==> config.mk <==
export PLATFORM = sky130hd
export DESIGN_NAME = inst_fetch_queue
export DESIGN_NICKNAME = d
export VERILOG_FILES = /design/src/rtl/inst_fetch_queue_pkg.sv /design/src/rtl/inst_fetch_queue_ram.sv /design/src/rtl/inst_fetch_queue.sv
export SDC_FILE = /design/constraint.sdc
export NUM_CORES = 1
export LEC_CHECK = 0
export CAP_MARGIN = 20
export CORE_ASPECT_RATIO = 0.9
export CORE_UTILIZATION = 63
export CTS_CLUSTER_SIZE = 16
export DETAILED_ROUTE_END_ITERATION = 6
export PLACE_DENSITY = 0.83
export SYNTH_ARGS = -nofsm -noshare
export SYNTH_HDL_FRONTEND = slang
export SYNTH_HIERARCHICAL = 1
export SYNTH_SLANG_ARGS = --single-unit
==> constraint.sdc <==
create_clock -name clk_in -period 13.3 [get_ports clk_in]
set_input_delay 2.66 -clock clk_in [delete_from_list [all_inputs] [get_ports clk_in]]
set_output_delay 2.66 -clock clk_in [all_outputs]
set_load 0.005 [all_outputs]
==> src/rtl/inst_fetch_queue_pkg.sv <==
// Shared widths, reset constants and entry layout for the IF -> decoder instruction queue.
package inst_fetch_queue_pkg;

  localparam int unsigned ID_WIDTH        = 32;
  localparam int unsigned ADDRESS_WIDTH   = 32;
  localparam logic [ID_WIDTH-1:0] NOP     = 32'h0000_0013;
  localparam int unsigned INSTQ_DEPTH_DEF = 8;
  localparam int unsigned INSTQ_SLACK_DEF = 2;

  typedef struct packed {
    logic [ID_WIDTH-1:0]      inst;
    logic [ADDRESS_WIDTH-1:0] pc;
    logic                     pred;
  } instq_entry_t;

endpackage

==> src/rtl/inst_fetch_queue_ram.sv <==
// Queue storage: DEPTH entries, one synchronous write port, one asynchronous read port; never reset.
module instq_ram
  import inst_fetch_queue_pkg::*;
#(
  parameter int unsigned DEPTH  = INSTQ_DEPTH_DEF,
  parameter int unsigned PTR_W  = $clog2(DEPTH)
) (
  input  logic             clk,
  input  logic             wr_en,
  input  logic [PTR_W-1:0] wr_addr,
  input  instq_entry_t     wr_data,
  input  logic [PTR_W-1:0] rd_addr,
  output instq_entry_t     rd_data
);

  instq_entry_t mem [DEPTH];

  always_ff @(posedge clk) begin
    if (wr_en) mem[wr_addr] <= wr_data;
  end

  assign rd_data = mem[rd_addr];

endmodule

==> src/rtl/inst_fetch_queue.sv <==
// Parametrised instruction queue between IF and decoder with count-based full/empty and sticky overflow.
// Optional build macro INSTQ_BYPASS_EN: empty-queue push goes straight to the decoder registers.
module inst_fetch_queue
  import inst_fetch_queue_pkg::*;
#(
  parameter int unsigned DEPTH      = INSTQ_DEPTH_DEF,
  parameter int unsigned SLACK      = INSTQ_SLACK_DEF,
  parameter int unsigned FLUSH_SRCS = 3
) (
  input  logic                       clk_in,
  input  logic                       rst_in,
  input  logic                       rdy_in,
  input  logic                       stall_in,
  input  logic [FLUSH_SRCS-1:0]      flush_in,
  input  logic                       if_en_in,
  input  logic [ID_WIDTH-1:0]        if_inst_in,
  input  logic [ADDRESS_WIDTH-1:0]   if_pc_in,
  input  logic                       if_pred_in,
  output logic                       if_rdy_out,
  output logic                       dec_en_out,
  output logic [ID_WIDTH-1:0]        dec_inst_out,
  output logic [ADDRESS_WIDTH-1:0]   dec_pc_out,
  output logic                       dec_pred_out,
  output logic [$clog2(DEPTH+1)-1:0] count_out,
  output logic                       ovf_out
);

  localparam int unsigned PTR_W = $clog2(DEPTH);
  localparam int unsigned CNT_W = $clog2(DEPTH + 1);
  localparam logic [PTR_W-1:0] PTR_ONE   = PTR_W'(1);
  localparam logic [CNT_W-1:0] CNT_ONE   = CNT_W'(1);
  localparam logic [CNT_W-1:0] CNT_DEPTH = CNT_W'(DEPTH);
  localparam logic [CNT_W-1:0] CNT_SLACK = CNT_W'(SLACK);

  logic [PTR_W-1:0] head, tail;
  logic [CNT_W-1:0] count;
  logic             flush, full, empty, bypass, push, pop, wr_en;
  instq_entry_t     wr_data, rd_data;

  assign flush = |flush_in;
  assign full  = (count == CNT_DEPTH);
  assign empty = (count == '0);

`ifdef INSTQ_BYPASS_EN
  assign bypass = empty && if_en_in && !stall_in;
`else
  assign bypass = 1'b0;
`endif

  // A full queue rejects the push even when a pop frees a slot on the same edge.
  assign push  = if_en_in && !full && !bypass;
  assign pop   = !stall_in && !empty;
  assign wr_en = rdy_in && !flush && push;

  assign wr_data    = '{inst: if_inst_in, pc: if_pc_in, pred: if_pred_in};
  assign if_rdy_out = (CNT_DEPTH - count) >= CNT_SLACK;
  assign count_out  = count;

  instq_ram #(
    .DEPTH (DEPTH),
    .PTR_W (PTR_W)
  ) u_ram (
    .clk     (clk_in),
    .wr_en   (wr_en),
    .wr_addr (tail),
    .wr_data (wr_data),
    .rd_addr (head),
    .rd_data (rd_data)
  );

  always_ff @(posedge clk_in or posedge rst_in) begin
    if (rst_in) begin
      head         <= '0;
      tail         <= '0;
      count        <= '0;
      dec_en_out   <= 1'b0;
      dec_inst_out <= NOP;
      dec_pc_out   <= '0;
      dec_pred_out <= 1'b0;
      ovf_out      <= 1'b0;
    end else if (rdy_in) begin
      if (flush) begin
        head       <= '0;
        tail       <= '0;
        count      <= '0;
        dec_en_out <= 1'b0;
      end else begin
        if (push) tail <= tail + PTR_ONE;
        if (if_en_in && full) ovf_out <= 1'b1;

        if (pop) begin
          head         <= head + PTR_ONE;
          dec_en_out   <= 1'b1;
          dec_inst_out <= rd_data.inst;
          dec_pc_out   <= rd_data.pc;
          dec_pred_out <= rd_data.pred;
        end else if (bypass) begin
          dec_en_out   <= 1'b1;
          dec_inst_out <= if_inst_in;
          dec_pc_out   <= if_pc_in;
          dec_pred_out <= if_pred_in;
        end else begin
          dec_en_out <= 1'b0;
        end

        if (push && !pop)      count <= count + CNT_ONE;
        else if (pop && !push) count <= count - CNT_ONE;
      end
    end
  end

endmodule

==> impl_metrics.env, run 1 <==
export IMPL_status="completed"
export IMPL_io_pin_count=145
export IMPL_ys_types=39
export IMPL_crit_fanout=8
export IMPL_dieWidth_um=202
export IMPL_antenna_found_initial=3
export IMPL_dp_hpwl_um=22800
export IMPL_finalClockSkew_ns=0.0222
export IMPL_syn_cell_area_um2=22800
export IMPL_cap_violations=0
export IMPL_ys_flop_type="edfxtp_1"
export IMPL_period_share=0.427
export IMPL_syn_inst=978
export IMPL_cts_resized=0
export IMPL_post_route_drc_count=0
export IMPL_grt_pass1_vias=10992
export IMPL_setup_viol=0
export IMPL_wire_per_inst_um=26.7
export IMPL_drt_wl_total_um=44400
export IMPL_syn_area_per_cell_um2=23.3
export IMPL_synth_area_leaders="edfxtp_1 69%, mux4_2 13%, dfrtp_1 8.1%, mux2_2 6.6%, buf_6 0.94%"
export IMPL_path_cells="inv_1 -> ha_1 -> nor2b_1 -> o21ai_0 -> a21oi_1 -> a41oi_1 -> or3_1 -> clkdlybuf4s50_1"
export IMPL_gp_congestion=0.728
export IMPL_synth_edf_count=520
export IMPL_ant_nets=0
export IMPL_die_h_um=182
export IMPL_clockBufferDepth=3
export IMPL_grtUsageTotal=0.248
export IMPL_cts_htree_levels=2
export IMPL_seq_area_frac_synth=0.770
export IMPL_critical_path_top_delay_family="simple AND/OR/NAND/NOR gates"
export IMPL_nNetsFinal=1228
export IMPL_ys_seq_elements=597
export IMPL_syn_num_nets=1057
export IMPL_overflow=0
export IMPL_root_buffer="clkbuf_16"
export IMPL_grt_max_degree=71
export IMPL_timing_final_hold_violations=0
export IMPL_clkSinkCount=597
export IMPL_p_leak_nw=8.62
export IMPL_yosysTopAreaCellShare=0.685
export IMPL_cts_tree="built"
export IMPL_grt_pass1_wl_um=67000
export IMPL_num_vias=10437
export IMPL_worst_pin_slew_ns=1.13
export IMPL_synth_top_area_cell="edfxtp_1"
export IMPL_slowest_stage="dfrtp_1"
export IMPL_hold_path_class="flip-flop to flip-flop"
export IMPL_arrival_ns=3.01
export IMPL_synth_commonest_cells="520 x edfxtp_1, 133 x mux2_2, 130 x mux4_2"
export IMPL_post_cts_buffers=0
export IMPL_period_needed_ns=5.67
export IMPL_coreArea_um2=35300
export IMPL_slew_violations=0
export IMPL_crit_buf_inv=2
export IMPL_cts_buffers=53
export IMPL_critPathKind="flip-flop to primary output"
export IMPL_drtPass1Iterations=5
export IMPL_rows=65
export IMPL_slowest_delay_ns=0.46
export IMPL_area_growth_pct=15.9
export IMPL_drt_iter0_drc=871
export IMPL_crit_required_ns=10.64
export IMPL_rsz0062_at_grt="false"
export IMPL_synth_most_common_cell="edfxtp_1"
export IMPL_holdBufCountCts=0
export IMPL_powerDensity_nw_per_um2=154
export IMPL_cp_start_kind="flip-flop"
export IMPL_worstSetupEndpointType="primary output"
export IMPL_layout_setup_ws_ns=7.63
export IMPL_start_util=0.645
export IMPL_viasPerCell=6.27
export IMPL_relSlewSlack=0.243
export IMPL_io_buffers=144
export IMPL_vdd_drop_max_mv=0.116
export IMPL_drive_above_1_share=0.312
export IMPL_whs_ns=0.492
export IMPL_tns_ns=0
export IMPL_async_flop_share=0.129
export IMPL_clock_fmax_ghz=0.176
export IMPL_clk_insertion_delay_late_ns=0.58
export IMPL_dieArea_um2=36900
export IMPL_clk_pin_slew_ns=0.06
export IMPL_yosys_warnings=6
export IMPL_dp_slack_ns=7.09
-- layout by cell type (no fill, tap or decap), types with 7 or more instances in the layout --
cell type          n
mux2_2           133
clkbuf_16         53
clkinv_2           7
clkbuf_8           9
clkdlybuf4s50_1  144
clkbuf_1          14
clkinv_1           9
nand2b_1           7
edfxtp_1         520
buf_4             16
dfrtp_1           71
mux4_2           130
-- stage by stage --
step                utilization  instances  power (mW)  instance area (um2)
floorplan                     -        978        2.45                22800
global placement          0.699       1562        2.59                24700
finish                    0.748       1664        4.06                26400
detailed placement        0.699       1562        2.60                24700
CTS                       0.747       1660        4.08                26400
global route              0.748       1663        4.19                26400
-- where the power goes --
group          switching, mW  internal, mW
Sequential            0.0438          2.08
Combinational          0.167         0.280
Clock                  0.645         0.843
Total                  0.855          3.20
-- cell type report --
type | count | area (um2)
Timing Repair Buffer | 161 | 1590
Sequential cell | 597 | 17600
Antenna cell | 3 | 7.51
Fill cell | 1879 | 8890
Clock inverter | 22 | 185
Clock buffer | 76 | 1500
Multi-Input combinational cell | 331 | 4950
Tap cell | 469 | 587
Inverter | 5 | 21.3
-- layer usage --
layer,global-route usage,wire [um],vias up
met5,0,0,-
met4,0.0659,902,0
met3,0.0411,2440,66
met2,0.425,23500,371
met1,0.334,17500,5590
li1,-,-,4410
-- state kept, by name, summed over array words and instances (netlist names) --
signal,count
u_ram/mem,520
count_out,4
head,3
ovf_out,1
dec_en_out,1
tail,3
dec_pc_out,32
dec_pred_out,1
dec_inst_out,32
-- kinds of logic after synthesis --
family,Yosys count,share of synthesized area
buffers and inverters,50,0.0147
muxes,264,0.195
AOI/OAI and AO/OA,25,0.00758
DFF,597,0.770
adders and majority gates,6,0.00330
and+or+nand+nor,34,0.00868
xor gates and xnor gates,2,0.000769
-- final timing paths --
path                                                     end  cells after the start  slack (ns)                      from
worst min-delay path                     ovf_out$_DFFE_PP0P_                      1        0.49       ovf_out$_DFFE_PP0P_
worst min register to register           ovf_out$_DFFE_PP0P_                      1        0.49       ovf_out$_DFFE_PP0P_
worst max-delay path                              if_rdy_out                      8        7.63  count_out[1]$_DFFE_PP0P_
max in group asynchronous                head[2]$_DFFE_PP0P_                      3        9.68                    rst_in
min in group asynchronous       dec_inst_out[18]$_DFFE_PP0P_                      2        2.44                    rst_in
worst max register to register    u_ram/mem[1][57]$_DFFE_PP_                      8        9.46  count_out[1]$_DFFE_PP0P_
(Power assumes the default switching activity.)
==> inputs of run 2 (changes only) <==
- CORE_UTILIZATION: 63 -> 53
- PLACE_DENSITY: 0.83 -> 0.74
- clock period: 13.3 -> 4.75 ns (I/O delays scaled with it)
==> run 2 against run 1 <==
  * The run now ends with DRC left
  * Clock-buffer cell count increased by 7
  * Routed wire length down 7.3%
  * Via count fell by 3.2%
  * Largest power group unchanged
  * Worst setup slack got worse by 6.8 ns
  * Worst hold slack better by 0.0017 ns
  * Global-route usage shrank 5.2 points
  * Clock power rose to 2.8 times the previous value
  * Largest cell class unchanged
  * Die area grew 19%
==> impl_metrics.env, run 2 (synthesized netlist as in run 1, its figures left out) <==
export IMPL_status="finished, violations left"
export IMPL_violations="DRC"
export IMPL_hold_path_class="flip-flop to flip-flop"
export IMPL_drt_wl_total_um=41100
export IMPL_gp_congestion=0.737
export IMPL_cts_tree="built"
export IMPL_largest_reg_flops=520
export IMPL_cap_violations=0
export IMPL_drtPass1Iterations=6
export IMPL_wire_per_inst_um=23.4
export IMPL_slowest_delay_ns=0.48
export IMPL_clockBufferDepth=3
export IMPL_worst_pin_slew_ns=0.868
export IMPL_cp_start_kind="flip-flop"
export IMPL_root_buffer="clkbuf_16"
export IMPL_coreArea_um2=42100
export IMPL_clk_insertion_delay_late_ns=0.57
export IMPL_critPathKind="flip-flop to primary output"
export IMPL_die_h_um=199
export IMPL_drive_above_1_share=0.320
export IMPL_clock_fmax_ghz=0.252
export IMPL_post_cts_buffers=0
export IMPL_crit_fanout=8
export IMPL_layout_common_cells="520 x edfxtp_1, 144 x clkdlybuf4s50_1, 133 x mux2_2"
export IMPL_top_register="u_ram/mem"
export IMPL_dieWidth_um=221
export IMPL_antenna_found_initial=7
export IMPL_grt_pass1_vias=10856
export IMPL_vdd_drop_max_mv=0.281
export IMPL_grt_pass1_wl_um=63500
export IMPL_dieArea_um2=43800
export IMPL_reg_top3="u_ram/mem x520, dec_inst_out x32, dec_pc_out x32"
export IMPL_rsz0062_at_grt="false"
export IMPL_timing_final_hold_violations=0
export IMPL_placed_area_um2=25000
export IMPL_powerDensity_nw_per_um2=425
export IMPL_fin_util=0.636
export IMPL_p_leak_nw=8.71
export IMPL_holdBufCountCts=0
export IMPL_setup_viol=0
export IMPL_r2r_setup_slack_ns=1.63
export IMPL_nNetsFinal=1238
export IMPL_clkSinkCount=597
export IMPL_cts_htree_levels=2
export IMPL_dp_hpwl_um=23600
export IMPL_relSlewSlack=0.421
export IMPL_fin_area_um2=26800
export IMPL_hold_end="ovf_out$_DFFE_PP0P_"
export IMPL_min_delay_start="ovf_out$_DFFE_PP0P_"
export IMPL_layout_commonest_cell="edfxtp_1"
export IMPL_slowest_stage="nor2b_1"
export IMPL_r2r_start="count_out[1]$_DFFE_PP0P_"
export IMPL_slew_violations=0
export IMPL_area_growth_pct=17.5
export IMPL_arrival_ns=3.01
export IMPL_dp_cells=1648
export IMPL_overflow=0
export IMPL_grtUsageTotal=0.195
export IMPL_critical_path_top_delay_family="simple AND/OR/NAND/NOR gates"
export IMPL_drt_iter0_drc=836
export IMPL_num_vias=10103
export IMPL_finalClockSkew_ns=0.0182
export IMPL_rows=71
export IMPL_final_cells=1757
export IMPL_hold_depth=1
export IMPL_post_route_drc_count=10
export IMPL_period_needed_ns=3.96
export IMPL_rr_worst_depth=8
export IMPL_io_buffers=144
export IMPL_ant_nets=0
export IMPL_rr_endpoint="u_ram/mem[3][41]$_DFFE_PP_"
export IMPL_grt_max_degree=78
export IMPL_cts_buffers=55
export IMPL_setup_worst_path_start="count_out[1]$_DFFE_PP0P_"
export IMPL_path_cells="inv_1 -> ha_1 -> nor2b_1 -> o21ai_0 -> a21oi_1 -> a41oi_1 -> or3_1 -> clkdlybuf4s50_1"
export IMPL_worstSetupEndpointType="primary output"
export IMPL_crit_required_ns=3.80
export IMPL_clk_pin_slew_ns=0.06
export IMPL_start_util=0.541
export IMPL_io_pin_count=145
export IMPL_viasPerCell=5.75
export IMPL_period_share=0.834
export IMPL_cts_resized=0
export IMPL_crit_buf_inv=2
==> run 2: changes by cell type in the layout (fill, tap and decap cells not counted), moves of 3 or more <==
cell / delta
buf_12: +10
clkbuf_16: +4
clkinv_1: -3
clkinv_2: +4
inv_6: -3
==> run 2: area by class of cell <==
class,count,area [um2]
clock buffers,83,1620
diodes,5,12.5
repair buffers,169,1770
well taps,547,684
clock inverters,20,124
multi-input cells,331,4970
inverters,5,21.3
fillers,2785,15300
flip-flops and latches,597,17600
==> run 2: metrics by stage <==
stage / TNS (ns) / worst slack, ns / power [mW] / hold WS [ns]
after floorplan: -190.90 / -0.434 / 6.86 / 0.460
after global placement: 0 / 1.01 / 7.30 / 0.479
after detailed placement: 0 / 0.988 / 7.32 / 0.476
after CTS: 0 / 0.815 / 11.5 / 0.489
after global routing: 0 / 0.612 / 11.8 / 0.505
final: 0 / 0.789 / 11.4 / 0.494
==> run 2: worst max path at each step <==
stage	depth (start not counted)	slack [ns]	end
3_5_place_dp	7	0.99	u_ram/mem[3][40]$_DFFE_PP_
6_report	8	0.79	if_rdy_out
4_1_cts	8	0.82	if_rdy_out
3_3_place_gp	7	1.01	u_ram/mem[1][42]$_DFFE_PP_
5_1_grt	8	0.61	if_rdy_out
2_1_floorplan	6	-0.43	u_ram/mem[1][0]$_DFFE_PP_
==> run 2: per-layer routing <==
metal	wire [um]	up-vias	track usage	part of all wire
met5	28	-	0	0.00068
met1	17500	5347	0.264	0.42
met4	838	4	0.0550	0.020
met2	20900	237	0.328	0.51
met3	1920	68	0.0352	0.047
li1	-	4447	-	-
==> run 2: report_power, final <==
part / switching, mW / internal, mW
Combinational: 0.450 / 0.795
Sequential: 0.123 / 5.82
Clock: 1.78 / 2.41
==> run 2: worst reg2reg max path: stages, from the launching register on <==
cell      delay [ns]
dfrtp_1         0.46
inv_1           0.12
ha_1            0.21
nor2b_1         0.23
a21boi_0        0.42
and2_1          0.27
nand2b_1        0.24
nor2_4          0.16
buf_4           0.59
==> RTL edit (config.mk and constraints of run 2) <==
Build with the macro `INSTQ_BYPASS_EN` defined.
--- a/src/rtl/inst_fetch_queue.sv
+++ b/src/rtl/inst_fetch_queue.sv
@@ -2,2 +2,4 @@
 // Optional build macro INSTQ_BYPASS_EN: empty-queue push goes straight to the decoder registers.
+`define INSTQ_BYPASS_EN
+
 module inst_fetch_queue
Check against the original RTL: not equivalent (a bounded check fails within 4 cycles, from zero or initial values and one cycle with rst_in high).
==> RTL edit against run 2 <==
  * Via count grew 9.7%
  * Sequential cell count is the same
  * Synthesized cell count rose by 15%
  * Global-route usage up 0.79 points
  * First-iteration DRC count is 1.2% higher
  * Routed wire length up 7.0%
  * Fmax up 2.4%
  * Worst setup slack gained 0.092 ns
  * Combinational power down 30%
  * Non-clock buffer count fell by 2
  * Power fell by 1.7%
  * Area after synthesis grew 2.3%
  * Final area increased by 2.1%
  * Largest cell class unchanged
  * Largest power group unchanged
==> RTL edit: results (changes against run 2) <==
{
  "grt_first_pass_wirelength": {"value": 68.6, "unit": "mm", "change": "was 63.5 mm"},
  "groute.layer.met3.usage": {"value": 4.08, "unit": "%", "change": "was 3.52%"},
  "track_usage": {"value": 20.3, "unit": "%", "change": "was 19.5%"},
  "drt_pre_antenna_iters": {"value": 4, "change": "was 6"},
  "synth.area.top_cells": {"value": "sky130_fd_sc_hd__edfxtp_1 67%, sky130_fd_sc_hd__mux4_2 13%, sky130_fd_sc_hd__dfrtp_1 7.9%, sky130_fd_sc_hd__mux2_2 3.2%, sky130_fd_sc_hd__mux2i_1 2.8%", "change": "was sky130_fd_sc_hd__edfxtp_1 69%, sky130_fd_sc_hd__mux4_2 13%, sky130_fd_sc_hd__dfrtp_1 8.1%, sky130_fd_sc_hd__mux2_2 6.6%, sky130_fd_sc_hd__buf_6 0.94%"},
  "fin_nets": {"value": 1371, "change": "was 1,238"},
  "buf_share": {"value": 6.58, "unit": "%", "change": "was 6.63%"},
  "multi_input_area": {"value": 5440, "unit": "sq um", "change": "was 4970 sq um"},
  "cp.arrival": {"value": 2.92, "unit": "ns", "change": "was 3.01 ns"},
  "crit_path_max_incr_delay": {"value": 0.59, "unit": "ns", "change": "was 0.48 ns"},
  "drive_above_1_share": {"value": 23.7, "unit": "%", "change": "was 32.0%"},
  "clk_buf": {"value": 74, "change": "was 83"},
  "worstSkewPairLatency": {"value": 0.60, "unit": "ns", "change": "was 0.57 ns"},
  "post_drt_wl_per_cell": {"value": 23.2, "unit": "microns", "change": "was 23.4 microns"},
  "global_route.usage.met1": {"value": 28.1, "unit": "%", "change": "was 26.4%"},
  "muxShareOfSynthArea": {"value": 18.6, "unit": "%", "change": "was 19.5%"},
  "routabilityCongestion": {"value": 0.747, "change": "was 0.737"},
  "multi_in_gates": {"value": 460, "change": "was 331"},
  "arithmetic_cell_share_of_the_synthesized_area_counting_full_adders_half_adders_and_majority_gates": {"value": 0.408, "unit": "%", "change": "was 0.330%"},
  "seqAreaFraction": {"value": 64.3, "unit": "%", "change": "was 65.6%"},
  "result_of_the_run": {"value": "completed", "change": "was complete, but fails checks"},
  "cellPowerDensity": {"value": 409, "unit": "nW/um^2", "change": "was 425 nW/um^2"},
  "n_all_inverters": {"value": 8, "change": "was 5"},
  "cts_made_buffers": {"value": 57, "change": "was 55"},
  "detailedPlace.worstSlack": {"value": 0.927, "unit": "ns", "change": "was 0.988 ns"},
  "grt_pass1_vias": {"value": 11700, "change": "was 10,900"},
  "irDropWorstVdd": {"value": 0.000312, "unit": "V", "change": "was 0.000281 V"}
}
[RTL edit: cell types whose count changed after synthesis, sizes merged, moves of 3 or more]
cell    delta
inv        +3
mux2i     +65
nand2b     -3
mux2      -67
nor2      +65
a22o       -3
a21oi     +69
buf       +16
[RTL edit: cell families after synthesis]
logic type | Yosys count
AND/OR/NAND/NOR | 98
multiplexers | 262
AO/OA/AOI/OAI | 89
buffers and inverters | 70
adder cells (fa/ha/maj) | 7
XOR/XNOR | 4
flip-flops | 597
[RTL edit: layer usage]
| metal | part of all wire, % | vias to the layer above |
|---|---|---|
| met2 | 50 | 275 |
| li1 | - | 4897 |
| met4 | 1.7 | 10 |
| met5 | 0.15 | - |
| met3 | 4.8 | 63 |
| met1 | 43 | 5834 |
[RTL edit: report_power, final]
| part | internal (W) | total (W) | switching, W |
|---|---|---|---|
| Clock | 0.00245 | 0.00431 | 0.00186 |
| Sequential | 0.00589 | 0.00599 | 0.000100 |
| Combinational | 0.000513 | 0.000874 | 0.000361 |
[RTL edit: worst max-delay path, delay by kind of cell, from the launching register on]
| family | cells | cell delay [ns] |
|---|---|---|
| buffers and inverters | 2 | 0.63 |
| and+or+nand+nor | 2 | 0.96 |
| DFF | 1 | 0.41 |
| AOI/OAI and AO/OA | 1 | 0.13 |
| adders and majority gates | 1 | 0.19 |
[RTL edit: final timing paths]
path                       cells after the start         endpoint  slack, ns
setup reg to reg                              11     count_out[3]       1.67
setup / recovery                               6       if_rdy_out       0.88
hold / removal                                 1          ovf_out       0.49
hold reg to reg                                1          ovf_out       0.49
min in group asynchronous                      2    dec_pc_out[0]       0.68
max in group asynchronous                      3  dec_inst_out[1]       3.38
